**src/rtl/arb_pkg.sv**
```systemverilog
// Shared constants and types for the data-memory port arbiter.
// Build with ARB_LOCK_EN defined to add the per-core lock input.
package arb_pkg;

    localparam int NUM_CORES_DEF = 4;
    localparam int ADDR_W_DEF    = 16;
    localparam int DATA_W_DEF    = 16;
    localparam int RD_LAT_DEF    = 2;

    localparam int ID_W = $clog2(NUM_CORES_DEF);

    typedef logic [ID_W-1:0] core_id_t;

    typedef struct packed {
        logic     valid;
        core_id_t id;
    } rd_tag_t;

endpackage

```
**src/rtl/rr_pick.sv**
```systemverilog
// Round-robin picker: rotate request vector by the pointer,
// priority-encode, then map the winner back to its real index.
module rr_pick #(
    parameter int N    = 4,
    parameter int ID_W = $clog2(N)
) (
    input  logic [N-1:0]    req,
    input  logic [ID_W-1:0] rr_ptr,
    output logic [N-1:0]    gnt,
    output logic [ID_W-1:0] win_id,
    output logic            any
);

    logic [2*N-1:0] dbl;
    logic [N-1:0]   rot;
    int             idx;

    always_comb begin
        gnt    = '0;
        win_id = '0;
        any    = 1'b0;
        idx    = 0;
        dbl    = {req, req} >> rr_ptr;
        rot    = dbl[N-1:0];
        for (int k = 0; k < N; k++) begin
            if (!any && rot[k]) begin
                any = 1'b1;
                idx = int'(rr_ptr) + k;
                if (idx >= N) idx = idx - N;
                win_id   = ID_W'(idx);
                gnt[idx] = 1'b1;
            end
        end
    end

endmodule

```
**src/rtl/mem_port_arbiter.sv**
```systemverilog
// Round-robin arbiter sharing one data-memory port among cores,
// with fixed-latency read tag tracking. Optional macro: ARB_LOCK_EN.
module mem_port_arbiter
    import arb_pkg::*;
#(
    parameter int NUM_CORES = NUM_CORES_DEF,
    parameter int ADDR_W    = ADDR_W_DEF,
    parameter int DATA_W    = DATA_W_DEF,
    parameter int RD_LAT    = RD_LAT_DEF
) (
    input  logic                        clk,
    input  logic                        reset,
    input  logic [NUM_CORES-1:0]        req,
    input  logic [NUM_CORES-1:0]        we,
    input  logic [NUM_CORES*ADDR_W-1:0] addr,
    input  logic [NUM_CORES*DATA_W-1:0] wdata,
`ifdef ARB_LOCK_EN
    input  logic [NUM_CORES-1:0]        lock,
`endif
    output logic [NUM_CORES-1:0]        gnt,
    output logic [NUM_CORES-1:0]        rvalid,
    output logic [DATA_W-1:0]           rdata,
    output logic                        mem_en,
    output logic                        mem_we,
    output logic [ADDR_W-1:0]           mem_addr,
    output logic [DATA_W-1:0]           mem_wdata,
    input  logic [DATA_W-1:0]           mem_rdata
);

    localparam int LW = $clog2(NUM_CORES);

    logic [LW-1:0]        rr_ptr;
    logic [NUM_CORES-1:0] req_eff;
    logic [NUM_CORES-1:0] pick_gnt;
    logic [LW-1:0]        win_id;
    logic                 any;
    logic                 xfer;

    logic [RD_LAT-1:0]    tag_v;
    logic [LW-1:0]        tag_id [RD_LAT];

`ifdef ARB_LOCK_EN
    logic          locked;
    logic [LW-1:0] owner;

    // While locked, only the owner's lane is visible to the picker.
    always_comb begin
        req_eff = req;
        if (locked) begin
            req_eff        = '0;
            req_eff[owner] = req[owner];
        end
    end

    always_ff @(posedge clk) begin
        if (reset) begin
            locked <= 1'b0;
            owner  <= '0;
        end else if (xfer) begin
            locked <= lock[win_id];
            owner  <= win_id;
        end
    end
`else
    assign req_eff = req;
`endif

    rr_pick #(
        .N    (NUM_CORES),
        .ID_W (LW)
    ) u_pick (
        .req    (req_eff),
        .rr_ptr (rr_ptr),
        .gnt    (pick_gnt),
        .win_id (win_id),
        .any    (any)
    );

    // No grants while reset is held, so nothing is accepted then.
    assign xfer = any && !reset;

    always_comb begin
        gnt       = '0;
        mem_en    = 1'b0;
        mem_we    = 1'b0;
        mem_addr  = '0;
        mem_wdata = '0;
        if (xfer) begin
            gnt       = pick_gnt;
            mem_en    = 1'b1;
            mem_we    = we[win_id];
            mem_addr  = addr[win_id*ADDR_W +: ADDR_W];
            mem_wdata = wdata[win_id*DATA_W +: DATA_W];
        end
    end

    always_ff @(posedge clk) begin
        if (reset) begin
            rr_ptr <= '0;
        end else if (xfer) begin
            if (win_id == LW'(NUM_CORES - 1)) rr_ptr <= '0;
            else rr_ptr <= win_id + LW'(1);
        end
    end

    always_ff @(posedge clk) begin
        if (reset) begin
            tag_v <= '0;
            for (int i = 0; i < RD_LAT; i++) tag_id[i] <= '0;
        end else begin
            tag_v[0]  <= xfer && !mem_we;
            tag_id[0] <= win_id;
            for (int i = 1; i < RD_LAT; i++) begin
                tag_v[i]  <= tag_v[i-1];
                tag_id[i] <= tag_id[i-1];
            end
        end
    end

    always_comb begin
        rvalid = '0;
        if (tag_v[RD_LAT-1]) rvalid[tag_id[RD_LAT-1]] = 1'b1;
    end

    assign rdata = mem_rdata;

endmodule

```
**config.mk**
```make
export PLATFORM = sky130hd
export DESIGN_NAME = mem_port_arbiter
export DESIGN_NICKNAME = d
export VERILOG_FILES = /design/src/rtl/arb_pkg.sv /design/src/rtl/rr_pick.sv /design/src/rtl/mem_port_arbiter.sv
export SDC_FILE = /design/constraint.sdc
export NUM_CORES = 1
export LEC_CHECK = 0
export BUFFER_PORTS_ARGS = -buffer_cell sky130_fd_sc_hd__buf_2
export CAP_MARGIN = 20
export CORE_AREA = 2 2 83 85
export CTS_CLUSTER_SIZE = 40
export DETAILED_ROUTE_END_ITERATION = 16
export DIE_AREA = 0 0 85 87
export PLACE_DENSITY = 0.83
export SLEW_MARGIN = 20
export SYNTH_ARGS = -nofsm -noshare
export SYNTH_HDL_FRONTEND = slang
export SYNTH_HIERARCHICAL = 1
export SYNTH_SLANG_ARGS = --single-unit
export TNS_END_PERCENT = 1
```
**constraint.sdc**
```tcl
create_clock -name clk -period 6.64 [get_ports clk]
set_input_delay 0 -clock clk [delete_from_list [all_inputs] [get_ports clk]]
set_output_delay 0 -clock clk [all_outputs]
set_load 0.01 [all_outputs]
```
==> results of run 1 <==
-- final cells by class --
cell class,instances,area share
antenna,1,0.000868
multi-input combinational,170,0.569
inverter,9,0.0117
clock buffer,3,0.0143
tap,80,0.0347
sequential,8,0.0556
timing repair buffer,180,0.313
-- routing by layer --
layer  GRT usage  vias to the layer above  part of all wire
met5           0                        -                 0
met1       0.242                     1055              0.47
met4      0.0289                        0             0.012
li1            -                     1131                 -
met2       0.276                      115              0.46
met3      0.0284                       10             0.062
-- path summary, 6_finish.rpt --
check,startpoint,end,slack (ns)
max,rr_ptr[0]$_SDFFE_PP0N_,mem_addr[0],3.06
min,mem_rdata[10],rdata[10],0.000003
max reg2reg,rr_ptr[0]$_SDFFE_PP0N_,rr_ptr[0]$_SDFFE_PP0N_,3.38
min reg2reg,tag_id[0][1]$_SDFF_PP0_,tag_id[0][3]$_SDFF_PP0_,0.44
-- cell usage after synthesis, types with 2 or more instances --
cell and count:
mux2i_1 68, o22ai_2 30, buf_4 21, ha_1 9, inv_1 9, dfxtp_1 8, nor2b_1 8, buf_2 7
nand2_1 6, a221o_1 5, and2_1 4, and3b_1 4, nor2_1 4, o31ai_1 4, buf_6 3, nor3b_1 3
o22ai_1 3, a21oi_1 2, a22o_1 2, clkbuf_1 2, nand4_1 2
-- sequential cells by signal (all words and copies together), names as in the netlist --
register	count
tag_id	4
tag_v	2
rr_ptr	2
-- worst max-delay path, stage by stage (launching register included) --
cell and delay (ns):
dfxtp_1 0.62, inv_1 0.29, ha_1 0.35, inv_1 0.05, o32ai_1 0.31, a221o_4 0.86
mux2i_1 0.45, o22ai_2 0.13, buf_2 0.18
-- metrics by stage --
| stage | util | instance area [sq um] | setup slack (ns) | hold WS [ns] |
|---|---|---|---|---|
| floorplan | - | 2070 | 4.31 | 0.0918 |
| global placement | 0.432 | 2840 | 3.42 | 0.0000686 |
| detailed placement | 0.432 | 2840 | 3.33 | 0.0000686 |
| CTS | 0.438 | 2880 | 3.08 | 0.0000686 |
| global route | 0.438 | 2880 | 2.87 | 0.0000185 |
| finish | 0.439 | 2880 | 3.06 | 0.00000326 |
-- power groups by stage --
stage	logic (W)	registers (W)	clock network, W
floorplan	0.000867	0.0000808	0
global placement	0.00104	0.0000910	0
detailed placement	0.00107	0.0000920	0
CTS	0.00107	0.0000919	0.0000594
global route	0.00115	0.0000957	0.0000628
finish	0.00107	0.0000920	0.0000582
-- kinds of logic (layout without fill, tap and decap cells) --
family / count (synthesis) / count (layout)
compound gates: 53 / 53
fa+ha+maj: 9 / 9
buf+inv: 43 / 192
flops: 8 / 8
mux: 69 / 69
other cells: 0 / 1
simple gates: 39 / 39
==> impl_metrics.ini, run 1 <==
[place]
dp_hpwl_um = 5880
dpl.cell_count = 447
place.gp.congestion = 0.817
io_buffers = 179

[clocking]
h-tree-depth = 1
cts.path.max_buffers = 2
clk_latency_ns = 0.23
clk_pin_slew_ns = 0.04
clock_sinks = 8
hold_buffers = 0
postCtsSetupBuffers = 0
cts_tree = done
cts_resized = 0
numCtsBuffers = 3
clockRootBuffer = clkbuf_8

[layout]
final-seq-area_sq_um = 160
fin_nets = 535
fill_cells = 663
syn_to_final_growth_pct = 39.0
multi_input_area_sq_um = 1640
final_cell_mix = 179 x buf_2, 68 x mux2i_1, 30 x o22ai_2, 9 x ha_1, 9 x inv_1
final_common_cell = buf_2
final_cells = 451
drive_above_1_share = 0.597

[setup_path]
startpoint_type = register
required_ns = 6.64
setup.worst_path.class = reg2out
critPathArrivalTime_ns = 3.58
ff2ff_path_depth = 7
worst-path-max-fanout = 68
cp-end-kind = primary output

[sta]
post-route-period-util = 0.540
rsz0062_at_grt = false
clock.fmax_mhz = 279
tns_ns = 0
setup_viol = 0
drv_slew = 0
max_slew_margin = 0.240
skew_ns = 0.00181
final_hold_viol_count = 0
tightest_slew_ns = 1.14
fin_crit_ns = 3.58

[power_and_ir_drop]
p_per_area_nw_per_um2 = 422
ir_worst_vdd_mv = 0.379
power.internal_w = 0.000613
power_frac_seq = 0.076
p_leak_nw = 1.51
p_clk_frac = 0.048
power_switching_share = 0.497
net-switching-power_w = 0.000605
total_power_w = 0.00122
power_frac_comb = 0.877

[route]
via_per_inst = 5.12
drtAntennaViolNets = 0
vias = 2311
drtIter0Drc = 67
drt-pass1-iter-count = 4
drt-wirelength-per-cell_um = 15.8
drc_errors = 0
routed_wl_um = 7130

[synthesis]
syn_area_per_cell_sq_um = 9.38
synth_xor_area_frac = 0
synthesis.nets = 384
synthSimpleGateAreaFrac = 0.118
netlist_instances = 221
synthDominantCellAreaShare = 0.328
synth-async-reset-ratio = 0
synth-seq-area-share = 0.0772
yosysWarnings = 6
ys_types = 38
synthMuxAreaShare = 0.339
synth_area_sq_um = 2070
synth-compound-area-share = 0.275
yosys.area.top_type = mux2i_1
synth_top_family_by_area = multiplexers
synth_top_flop_cell = dfxtp_1
synth_area_leaders = mux2i_1 33%, o22ai_2 18%, dfxtp_1 7.7%, buf_4 7.6%, ha_1 5.4%
synth_adder_area_share = 0.0543
synth_seq_cells = 8
synth_edf_count = 0

[flow_run]
drv_cap = 0

[hold_path]
worstHoldPathCells = 0
hold_class = in2out

[die]
std_cell_rows = 30
start_util = 0.316
dieHeight_um = 87
pin_count = 212
die_x_um = 85
core-area_sq_um = 6570
dieArea_sq_um = 7400

[grt]
grt_max_degree = 69
grt_pass1_vias = 2071
grt_pass1_wl_um = 10300
overflow = 0
grt_antenna_before_repair = 1
track_usage = 0.171

[outcome]
status = finished clean
Note: power is estimated with default switching activity, not from simulation.
==> run 2, diff against run 1 <==
==> constraint.sdc (replaced) <==
create_clock -name clk -period 3.4 [get_ports clk]
set_input_delay 0 -clock clk [delete_from_list [all_inputs] [get_ports clk]]
set_output_delay 0 -clock clk [all_outputs]
set_load 0.01 [all_outputs]
==> impl_metrics.ini, run 2 (synthesis results as in run 1) <==
[setup_path]
worst-path-max-fanout = 25
setup.worst_path.class = reg2out
required_ns = 3.40
critPathArrivalTime_ns = 3.12
r2r_slack_ns = 0.81
cp-startpoint = rr_ptr[1]$_SDFFE_PP0N_
regToRegEndpoint = rr_ptr[0]$_SDFFE_PP0N_
cp-end-kind = primary output
startpoint_type = register
r2r-start = rr_ptr[1]$_SDFFE_PP0N_
ff2ff_path_depth = 7
crit_path_end = mem_wdata[14]

[sta]
rsz0062_at_grt = false
drv_slew = 0
fin_crit_ns = 3.12
clock.fmax_mhz = 321
skew_ns = 0.00108
max_slew_margin = 0.652
final_hold_viol_count = 0
tightest_slew_ns = 0.522
post-route-period-util = 0.916
tns_ns = 0
setup_viol = 0

[grt]
overflow = 0
top_usage_layer = met2
grt_pass1_vias = 2062
met2_usage = 0.271
met1_usage = 0.260
track_usage = 0.173
grt_antenna_before_repair = 0
grt_pass1_wl_um = 10300
use_met3 = 0.0199
grt_max_degree = 35

[clocking]
clockRootBuffer = clkbuf_8
cts_tree = done
clock_sinks = 8
postCtsSetupBuffers = 0
h-tree-depth = 1
hold_buffers = 0
clk_pin_slew_ns = 0.04
cts.path.max_buffers = 2
clk_latency_ns = 0.23
numCtsBuffers = 3

[route]
via_per_inst = 4.98
drc_errors = 0
drtIter0Drc = 47
drtAntennaViolNets = 0
vias = 2260
drt-pass1-iter-count = 4
drt-wirelength-per-cell_um = 15.9
routed_wl_um = 7230

[outcome]
status = finished clean

[power_and_ir_drop]
power_frac_comb = 0.879
p_per_area_nw_per_um2 = 828
p_leak_nw = 1.54
power_frac_seq = 0.074
power.internal_w = 0.00124
net-switching-power_w = 0.00120
power_switching_share = 0.491
p_clk_frac = 0.047
ir_worst_vdd_mv = 0.340

[place]
place.gp.congestion = 0.870
io_buffers = 179
dp_hpwl_um = 6050
dpl.cell_count = 451

[layout]
reg_top3 = tag_id: 4 flops, rr_ptr: 2 flops, tag_v: 2 flops
drive_above_1_share = 0.604
syn_to_final_growth_pct = 41.6
multi_input_area_sq_um = 1640
fin_nets = 539
final_common_cell = buf_2
regMostFlops = tag_id
n_antenna_cell = 0
largest_register_ff_count = 4
final_cells = 454
final_cell_mix = 179 x buf_2, 68 x mux2i_1, 30 x o22ai_2, 9 x ha_1, 9 x inv_1
post-route-util = 0.447
final-seq-area_sq_um = 161
fill_cells = 658

[die]
dieHeight_um = 87
pin_count = 212
dieArea_sq_um = 7400
core-area_sq_um = 6570
start_util = 0.316
std_cell_rows = 30
die_x_um = 85

[hold_path]
hold_class = in2out

[flow_run]
drv_cap = 0
==> run 2: cell count changes in the layout (fill, tap and decap cells not counted), sizes merged <==
cell and change:
buf +4, diode -1
==> run 2: final cells by class <==
class	instances	share of cell area
clock buffer	3	0.0141
sequential	8	0.0550
inverter	9	0.0115
multi-input combinational	170	0.559
tap	80	0.0341
timing repair buffer	184	0.326
==> run 2: stage by stage <==
step	hold slack [ns]	power, W	instance area (sq um)	setup slack [ns]
floorplan	0.0918	0.00185	2070	1.07
global placement	0.0000686	0.00228	2890	0.536
detailed placement	0.0000686	0.00233	2890	0.337
CTS	0.0000686	0.00245	2940	0.0940
global route	0.0000185	0.00263	2940	0.120
finish	0.00000326	0.00243	2940	0.284
==> run 2: worst max-delay path, stage by stage (launching register included) <==
cell,delay (ns)
dfxtp_1,0.56
inv_1,0.23
a211oi_2,0.39
o21ai_0,0.19
o32a_1,0.27
or3b_2,0.66
buf_12,0.24
o22ai_1,0.16
buf_2,0.15
==> run 2: what timing repair did <==
item	4_1_cts	5_1_grt
setup endpoints to repair	0	25
hold endpoints to repair	0	0
gates resized for setup	0	1
==> run 2: worst min-delay path by stage <==
stage	start	end	slack [ns]	cells after the start
detailed placement	mem_rdata[7]	rdata[7]	0.00007	0
global route	mem_rdata[2]	rdata[2]	0.00002	0
finish	mem_rdata[10]	rdata[10]	0.000003	0
global placement	mem_rdata[7]	rdata[7]	0.00007	0
floorplan	mem_rdata[0]	rdata[0]	0.09	1
CTS	mem_rdata[7]	rdata[7]	0.00007	0
==> run 2: layer usage <==
metal,up-vias,part of all wire
li1,1137,-
met1,1008,0.48
met2,109,0.45
met3,6,0.060
met4,0,0.0066
met5,-,0
==> run 2: power groups by stage <==
stage | combinational, W | clock, W | sequential [W]
final | 0.00214 | 0.000114 | 0.000180
after global routing | 0.00232 | 0.000125 | 0.000186
after CTS | 0.00216 | 0.000119 | 0.000178
after detailed placement | 0.00215 | 0 | 0.000179
after global placement | 0.00211 | 0 | 0.000175
after floorplan | 0.00169 | 0 | 0.000158
